===== config.mk =====
export PLATFORM = sky130hd
export DESIGN_NAME = imem_arbiter_flat
export DESIGN_NICKNAME = d
export VERILOG_FILES = /design/src/rtl/imem_arbiter_if.sv /design/src/rtl/imem_arbiter.sv /design/src/flat_wrapper.sv
export SDC_FILE = /design/constraint.sdc
export NUM_CORES = 1
export LEC_CHECK = 0
export ABC_CLOCK_PERIOD_IN_PS = 1300
export BUFFER_PORTS_ARGS = -buffer_cell sky130_fd_sc_hd__buf_2
export CAP_MARGIN = 20
export CELL_PAD_IN_SITES_DETAIL_PLACEMENT = 1
export CELL_PAD_IN_SITES_GLOBAL_PLACEMENT = 2
export CORE_UTILIZATION = 20
export CTS_CLUSTER_DIAMETER = 50
export DETAILED_ROUTE_END_ITERATION = 10
export PLACE_DENSITY = 0.8
export SYNTH_ARGS = -nofsm -noshare
export SYNTH_HDL_FRONTEND = slang
export SYNTH_SLANG_ARGS = --single-unit

===== constraint.sdc =====
create_clock -name clk -period 1.3 [get_ports clk]
set_input_delay 0.065 -clock clk [delete_from_list [all_inputs] [get_ports clk]]
set_output_delay 0.065 -clock clk [all_outputs]
set_load 0.01 [all_outputs]

===== src/rtl/imem_arbiter_if.sv =====
`default_nettype none
// ============================================================================
// Module      : imem_arbiter_if
// Description : Bundle of the fetch port, the loader port and the single-port
//               instruction-memory port of imem_arbiter.
//               slave  : arbiter view. Requests and mem_rdata are inputs.
//                        Grants, responses and memory strobes are outputs.
//               master : environment view (fetch unit, loader, memory).
//                        Every direction is the opposite of slave.
//               Ports grouped here:
//                 f_req, f_addr[31:0], f_flush, f_gnt, f_valid, f_instr[31:0]
//                 l_req, l_we, l_addr[31:0], l_wdata[31:0], l_gnt, l_valid,
//                 l_rdata[31:0]
//                 mem_en, mem_we, mem_addr[log2(MEM_WORDS)-1:0],
//                 mem_wdata[31:0], mem_rdata[31:0]
// Revision    : 1.0 - initial release
// ============================================================================
interface imem_arbiter_if #(
    parameter int MEM_WORDS = 2048
);
    localparam int c_addr_w = $clog2(MEM_WORDS);

    // fetch port
    logic                f_req;
    logic [31:0]         f_addr;
    logic                f_flush;
    logic                f_gnt;
    logic                f_valid;
    logic [31:0]         f_instr;
    // loader port
    logic                l_req;
    logic                l_we;
    logic [31:0]         l_addr;
    logic [31:0]         l_wdata;
    logic                l_gnt;
    logic                l_valid;
    logic [31:0]         l_rdata;
    // memory port
    logic                mem_en;
    logic                mem_we;
    logic [c_addr_w-1:0] mem_addr;
    logic [31:0]         mem_wdata;
    logic [31:0]         mem_rdata;

    modport slave (
        input  f_req, f_addr, f_flush,
        input  l_req, l_we, l_addr, l_wdata,
        input  mem_rdata,
        output f_gnt, f_valid, f_instr,
        output l_gnt, l_valid, l_rdata,
        output mem_en, mem_we, mem_addr, mem_wdata
    );

    modport master (
        output f_req, f_addr, f_flush,
        output l_req, l_we, l_addr, l_wdata,
        output mem_rdata,
        input  f_gnt, f_valid, f_instr,
        input  l_gnt, l_valid, l_rdata,
        input  mem_en, mem_we, mem_addr, mem_wdata
    );
endinterface
`default_nettype wire


===== src/rtl/imem_arbiter.sv =====
`default_nettype none
// ============================================================================
// Module      : imem_arbiter
// Description : Shares one single-port instruction memory between the
//               instruction fetch unit and a loader.
//               - Fixed priority: loader before fetch.
//               - One access is issued per cycle.
//               - Read data comes back one cycle after the grant.
//               - The response goes to whichever requester owned the access.
//               Optional feature: define IMEM_ARB_STARVE_GUARD_EN to enable
//               the starvation guard. The loader then gives way to fetch
//               after STARVE_MAX consecutive loader grants taken while fetch
//               was waiting.
// Ports       : clk        - clock
//               rst        - synchronous, active-high reset
//               bus.slave  - fetch, loader and memory signals
//                            (see imem_arbiter_if)
// Parameters  : MEM_WORDS  - memory depth in 32-bit words (power of two)
//               STARVE_MAX - loader grants tolerated while fetch waits
// Revision    : 1.0 - initial release
// ============================================================================
module imem_arbiter #(
    parameter int MEM_WORDS  = 2048,
    parameter int STARVE_MAX = 4
) (
    input  wire logic      clk,
    input  wire logic      rst,
    imem_arbiter_if.slave  bus
);
    localparam int          c_addr_w = $clog2(MEM_WORDS);
    localparam logic [31:0] c_nop    = 32'h0000_0013;

    // Records who the access issued last cycle belongs to.
    // A loader write produces no response, so it records OWN_NONE.
    typedef enum logic [1:0] {
        OWN_NONE    = 2'd0,
        OWN_FETCH   = 2'd1,
        OWN_LOAD_RD = 2'd2
    } owner_t;

    owner_t      r_owner;
    owner_t      w_owner_next;
    logic        w_f_gnt;
    logic        w_l_gnt;
    logic        w_fetch_override;
    logic [31:0] w_addr;
    logic        w_f_valid;
    logic        w_l_valid;
    logic [31:0] w_f_instr;
    logic [31:0] w_l_rdata;
    logic [31:0] r_f_instr;
    logic [31:0] r_l_rdata;

`ifdef IMEM_ARB_STARVE_GUARD_EN
    localparam int                 c_cnt_w      = (STARVE_MAX < 1) ? 1 : $clog2(STARVE_MAX + 1);
    localparam logic [c_cnt_w-1:0] c_starve_max = c_cnt_w'(STARVE_MAX);

    logic [c_cnt_w-1:0] r_starve;

    // Fetch wins a contested cycle once the loader has used its quota.
    assign w_fetch_override = bus.f_req && bus.l_req && (r_starve == c_starve_max);

    // Counts loader grants taken while fetch keeps asking.
    // Any fetch grant, or fetch going idle, starts the count again.
    always_ff @(posedge clk) begin
        if (rst) begin
            r_starve <= '0;
        end else if (w_f_gnt || !bus.f_req) begin
            r_starve <= '0;
        end else if (w_l_gnt && (r_starve != c_starve_max)) begin
            r_starve <= r_starve + 1'b1;
        end
    end
`else
    localparam int c_unused_starve_max = STARVE_MAX;

    assign w_fetch_override = 1'b0;
`endif

    // Grant decision. It is combinational so the access issues in the same
    // cycle as the request. Reset masks every grant.
    always_comb begin
        w_f_gnt = 1'b0;
        w_l_gnt = 1'b0;
        if (!rst) begin
            if (bus.l_req && !w_fetch_override) begin
                w_l_gnt = 1'b1;
            end else if (bus.f_req) begin
                w_f_gnt = 1'b1;
            end
        end
    end

    assign w_addr        = w_l_gnt ? bus.l_addr : bus.f_addr;
    assign bus.f_gnt     = w_f_gnt;
    assign bus.l_gnt     = w_l_gnt;
    assign bus.mem_en    = w_f_gnt | w_l_gnt;
    assign bus.mem_we    = w_l_gnt & bus.l_we;
    // Byte address to word index. Bits above the memory size wrap around.
    assign bus.mem_addr  = w_addr[c_addr_w+1:2];
    assign bus.mem_wdata = bus.l_wdata;

    logic [31:0] w_unused_addr_bits;
    assign w_unused_addr_bits = w_addr;

    // Owner tracking: next-state logic, then the state register.
    always_comb begin
        w_owner_next = OWN_NONE;
        if (w_f_gnt) begin
            w_owner_next = OWN_FETCH;
        end else if (w_l_gnt && !bus.l_we) begin
            w_owner_next = OWN_LOAD_RD;
        end
    end

    always_ff @(posedge clk) begin
        if (rst) begin
            r_owner <= OWN_NONE;
        end else begin
            r_owner <= w_owner_next;
        end
    end

    // Responses. mem_rdata is live during the cycle after the grant.
    // It is passed straight through, so the response costs no extra cycle.
    // Gating with rst discards an access issued just before reset.
    assign w_f_valid = !rst && (r_owner == OWN_FETCH);
    assign w_l_valid = !rst && (r_owner == OWN_LOAD_RD);

    always_comb begin
        w_f_instr = r_f_instr;
        w_l_rdata = r_l_rdata;
        if (rst) begin
            w_f_instr = '0;
            w_l_rdata = '0;
        end else begin
            if (w_f_valid) begin
                w_f_instr = bus.f_flush ? c_nop : bus.mem_rdata;
            end
            if (w_l_valid) begin
                w_l_rdata = bus.mem_rdata;
            end
        end
    end

    // Hold registers: keep the last delivered values while valid is low.
    always_ff @(posedge clk) begin
        if (rst) begin
            r_f_instr <= '0;
            r_l_rdata <= '0;
        end else begin
            if (w_f_valid) begin
                r_f_instr <= w_f_instr;
            end
            if (w_l_valid) begin
                r_l_rdata <= w_l_rdata;
            end
        end
    end

    assign bus.f_valid = w_f_valid;
    assign bus.l_valid = w_l_valid;
    assign bus.f_instr = w_f_instr;
    assign bus.l_rdata = w_l_rdata;
endmodule
`default_nettype wire


===== src/flat_wrapper.sv =====
// flat-port wrapper written by rule: the top's interface ports become plain ports
module imem_arbiter_flat 
#(
    parameter int MEM_WORDS  = 2048,
    parameter int STARVE_MAX = 4
)
  (clk, rst, bus_f_req, bus_f_addr, bus_f_flush, bus_l_req, bus_l_we, bus_l_addr, bus_l_wdata, bus_mem_rdata, bus_f_gnt, bus_f_valid, bus_f_instr, bus_l_gnt, bus_l_valid, bus_l_rdata, bus_mem_en, bus_mem_we, bus_mem_addr, bus_mem_wdata);
  imem_arbiter_if #(.MEM_WORDS(MEM_WORDS)) bus_i ();
  input  wire logic clk;
  input  wire logic rst;
  input wire logic [$bits(bus_i.f_req)-1:0] bus_f_req;
  input wire logic [$bits(bus_i.f_addr)-1:0] bus_f_addr;
  input wire logic [$bits(bus_i.f_flush)-1:0] bus_f_flush;
  input wire logic [$bits(bus_i.l_req)-1:0] bus_l_req;
  input wire logic [$bits(bus_i.l_we)-1:0] bus_l_we;
  input wire logic [$bits(bus_i.l_addr)-1:0] bus_l_addr;
  input wire logic [$bits(bus_i.l_wdata)-1:0] bus_l_wdata;
  input wire logic [$bits(bus_i.mem_rdata)-1:0] bus_mem_rdata;
  output wire logic [$bits(bus_i.f_gnt)-1:0] bus_f_gnt;
  output wire logic [$bits(bus_i.f_valid)-1:0] bus_f_valid;
  output wire logic [$bits(bus_i.f_instr)-1:0] bus_f_instr;
  output wire logic [$bits(bus_i.l_gnt)-1:0] bus_l_gnt;
  output wire logic [$bits(bus_i.l_valid)-1:0] bus_l_valid;
  output wire logic [$bits(bus_i.l_rdata)-1:0] bus_l_rdata;
  output wire logic [$bits(bus_i.mem_en)-1:0] bus_mem_en;
  output wire logic [$bits(bus_i.mem_we)-1:0] bus_mem_we;
  output wire logic [$bits(bus_i.mem_addr)-1:0] bus_mem_addr;
  output wire logic [$bits(bus_i.mem_wdata)-1:0] bus_mem_wdata;
  assign bus_i.f_req = bus_f_req;
  assign bus_i.f_addr = bus_f_addr;
  assign bus_i.f_flush = bus_f_flush;
  assign bus_i.l_req = bus_l_req;
  assign bus_i.l_we = bus_l_we;
  assign bus_i.l_addr = bus_l_addr;
  assign bus_i.l_wdata = bus_l_wdata;
  assign bus_i.mem_rdata = bus_mem_rdata;
  assign bus_f_gnt = bus_i.f_gnt;
  assign bus_f_valid = bus_i.f_valid;
  assign bus_f_instr = bus_i.f_instr;
  assign bus_l_gnt = bus_i.l_gnt;
  assign bus_l_valid = bus_i.l_valid;
  assign bus_l_rdata = bus_i.l_rdata;
  assign bus_mem_en = bus_i.mem_en;
  assign bus_mem_we = bus_i.mem_we;
  assign bus_mem_addr = bus_i.mem_addr;
  assign bus_mem_wdata = bus_i.mem_wdata;
  imem_arbiter #(.MEM_WORDS(MEM_WORDS), .STARVE_MAX(STARVE_MAX)) u_core (.clk(clk), .rst(rst), .bus(bus_i));
endmodule

==> results by group <==
Outcome
  • Status: finished, violations left
  • Failing checks: negative setup slack

Clock network
  • TritonCTS clock tree: built
  • Sink Count: 66
  • H-tree levels: 3
  • Clock Tree Root: clkbuf_16
  • Clk slew on worst S/H paths: 0.05 ns
  • Clk Latency, worst-skew pair: 0.33 ns
  • CTS Buffer Depth: 2
  • Clock buffer count from CTS: 9

Final layout
  • Finished Core Util: 31.0%
  • # diodes: 0
  • Fin nets: 670
  • Filler instances: 1868
  • Layout area overhead: 52.3%
  • Layout cells sized above 1: 51.9%
  • Multi-input logic area: 1810 µm²
  • Register area: 1330 µm²
  • Final Instance Area: 4910 µm²

Critical path
  • Worst Path Buf+Inv: 4
  • CP Cell Sequence: buf_6 > nor2b_4 > buf_6 > clkbuf_16 > nand2_2 > a21oi_2 > buf_2
  • Crit Reg-Reg Startpoint: u_core.r_owner[0]
  • Worst path required time: 1.24 ns
  • R2R depth: 7
  • CP Class: flop to output port
  • R2r setup slk: 0.06 ns
  • Top Family by Delay on Critical Path: buffers and inverters
  • Worst EP arrival: 1.58 ns
  • Crit path capture type: output port
  • Crit path top cell by count: buf_6
  • RR Endpoint: u_core.r_l_rdata[16]
  • CP max stage cell: dfxtp_4
  • CP peak stage delay: 0.35 ns
  • Worst-path maximum fanout: 7
  • Startpoint class of the critical path: flop

Global routing
  • Largest net degree at the start of global routing: 68
  • Vias in the first global route: 3386
  • Initial antenna violation count: 0
  • Total grt overflow: 0
  • First-pass GRT wire length: 17500 µm
  • GRT Resource Usage Total: 13.9%

Drt
  • Final wirelength: 11400 µm
  • Routed WL per cell: 15.1 µm
  • First-pass iteration count of the detailed router: 4
  • Top Layer Used: met4
  • WL met3: 541 µm
  • Total number of vias: 3293
  • Detailed Route Iter0 Violations: 94
  • Post-route ant nets: 0
  • Met2 wire len: 5830 µm
  • DR vias/cell: 4.37
  • Met1 Wirelength: 4830 µm
  • Post-route DRC: 0

Power
  • P per Cell Area: 1030 nW/µm²
  • LEAKAGE: 0.00203 µW
  • Peak VDD IR: 0.574 mV

Placed design
  • Number of port buffers: 140
  • Gpl congestion: 0.753
  • Placed instance area: 4040 µm²
  • Dpl ws: -0.138 ns
  • Post-DP HPWL: 7840 µm

Hold path
  • Hold Path Class: input pin to flop
  • Hold_sp: bus_mem_rdata[28]
  • Hold depth: 3
  • Min-Delay Endpoint: u_core.r_l_rdata[28]

Synthesis
  • Post-Syn Instances: 414
  • Sequential share of the synthesized area: 41.0%
  • Syn avg cell area: 7.79 µm²
  • Synth Area in Compound Gates: 18.9%
  • Post-synthesis sequential element count: 66
  • XOR/XNOR Fraction of Synth Area: 0%
  • Syn nets: 548
  • Post-Synth Adder-Cell Area: 0%
  • Ys Warns: 0
  • Synth Area in Simple Gates: 21.7%
  • Post-synth design cell area: 3230 µm²
  • Multiplexer area fraction after synthesis: 4.65%
  • Synth cell types: 17
  • Largest family of logic cells by synthesized area: simple AND/OR/NAND/NOR gates

STA
  • Minimum clock period: 1.65 ns
  • RSZ-0062 raised after global routing: yes
  • Final setup margin: -0.350 ns
  • Crit share post-route: 127%
  • Worst Clk Skew: 0.00341 ns
  • Final setup violation count: 66
  • Worst-Margin Slew: 0.452 ns
  • Slew headroom: 69.8%
  • WHS: 0.0178 ns
  • Final hold vios: 0
  • Fmax: 606 MHz
  • Total Neg Setup Slack: -18.52 ns
  • Max-slew violations: 0

Floorplanning
  • Total die area: 16600 µm²
  • Ports: 247
  • Starting density of the core: 20.4%
  • Chip width: 129 µm
  • Rows: 46
  • Die Span Y: 129 µm
  • Core ar.: 15800 µm²

Run
  • Max cap viols: 0
layer usage:
metal  global-route usage [%]  up-vias
li1                         -     1608
met1                     15.3     1585
met5                        0        -
met4                     5.88        0
met2                     25.3       85
met3                     3.66       15
worst min-delay path, stage by stage:
cell and delay, ns:
buf_2 0.11, nand2_1 0.07, a21oi_1 0.06
per-stage QoR:
stage / std cells / power [µW]
after CTS: 752 / 5130
final: 754 / 5080
after floorplan: 414 / 2590
after detailed placement: 723 / 2800
after global placement: 723 / 2780
after global routing: 754 / 5340
Yosys cell counts:
cell type	count	area, µm²
a21oi_1	122	611
nand2_1	93	349
dfxtp_1	66	1320
buf_4	36	270
nand3b_1	29	218
clkbuf_1	14	52.6
buf_2	13	65.1
nor3_1	9	45.0
mux2_4	7	105
nor2_1	7	26.3
buf_6	5	56.3
mux2_2	4	45.0
nor2b_1	3	18.8
nand2b_1	2	12.5
nor3b_1	2	15.0
and2_1	1	6.26
nor2b_2	1	8.76
registers in the layout, indices dropped and copies added (netlist names):
signal	cells
u_core.r_l_rdata	32
u_core.r_f_instr	32
u_core.r_owner	2
layout make-up:
type	count	area share, %
clock buffers	13	5.30
multi-input cells	280	36.8
flip-flops and latches	66	27.0
well taps	216	5.50
repair buffers	179	25.3
kinds of logic (layout without fill, tap and decap cells):
family                 count (synthesis)  after routing
and+or+nand+nor                      147            147
muxes                                 11             11
AOI/OAI and AO/OA                    122            122
DFF                                   66             66
buffers and inverters                 68            192
how the worst max path moves through the flow:
| stage | from | endpoint | slack [ns] | depth (start not counted) |
|---|---|---|---|---|
| 6_report | u_core.r_owner[0] | bus_l_rdata[0] | -0.35 | 7 |
| 5_1_grt | u_core.r_owner[0] | bus_l_rdata[12] | -0.44 | 7 |
| 4_1_cts | u_core.r_owner[0] | bus_l_rdata[20] | -0.36 | 7 |
| 3_5_place_dp | u_core.r_owner[1] | bus_f_instr[4] | -0.14 | 6 |
| 3_3_place_gp | u_core.r_owner[1] | bus_f_instr[4] | -0.15 | 6 |
| 2_1_floorplan | u_core.r_owner[0] | bus_f_instr[0] | 0.16 | 5 |
cells in the final DEF, fill, tap and decap left out:
cell,count
nor2_1,6
buf_6,4
nor2_2,1
nor3b_1,2
buf_8,2
dfxtp_4,2
nand2b_2,1
buf_12,11
nor2b_1,1
clkbuf_8,2
and2_1,1
clkbuf_16,11
dfxtp_1,64
mux2_2,4
dlygate4sd3_1,9
buf_4,12
nand2_4,9
mux2_4,7
nand3b_1,29
nand2_2,21
nor3_4,2
nor3_2,3
nor2b_2,1
a21oi_2,44
buf_2,138
nand2b_4,1
clkbuf_1,2
nor2b_4,2
nor3_1,4
nand2_1,63
buf_16,1
a21oi_1,78
report_power, final:
group	internal [µW]	switching [µW]
Combinational	368	427
Clock	1360	827
Sequential	2080	19.4
what timing repair did:
action                                  in CTS  in global routing
buffers inserted                             5                  3
resized for setup                           37                 76
hold buffers                                 9                  0
endpoints found under the setup margin      66                 68
hold endpoints to repair                     9                  0
pin swaps                                    6                 25
gates cloned                                 2                  2
(Power assumes the default switching activity.)
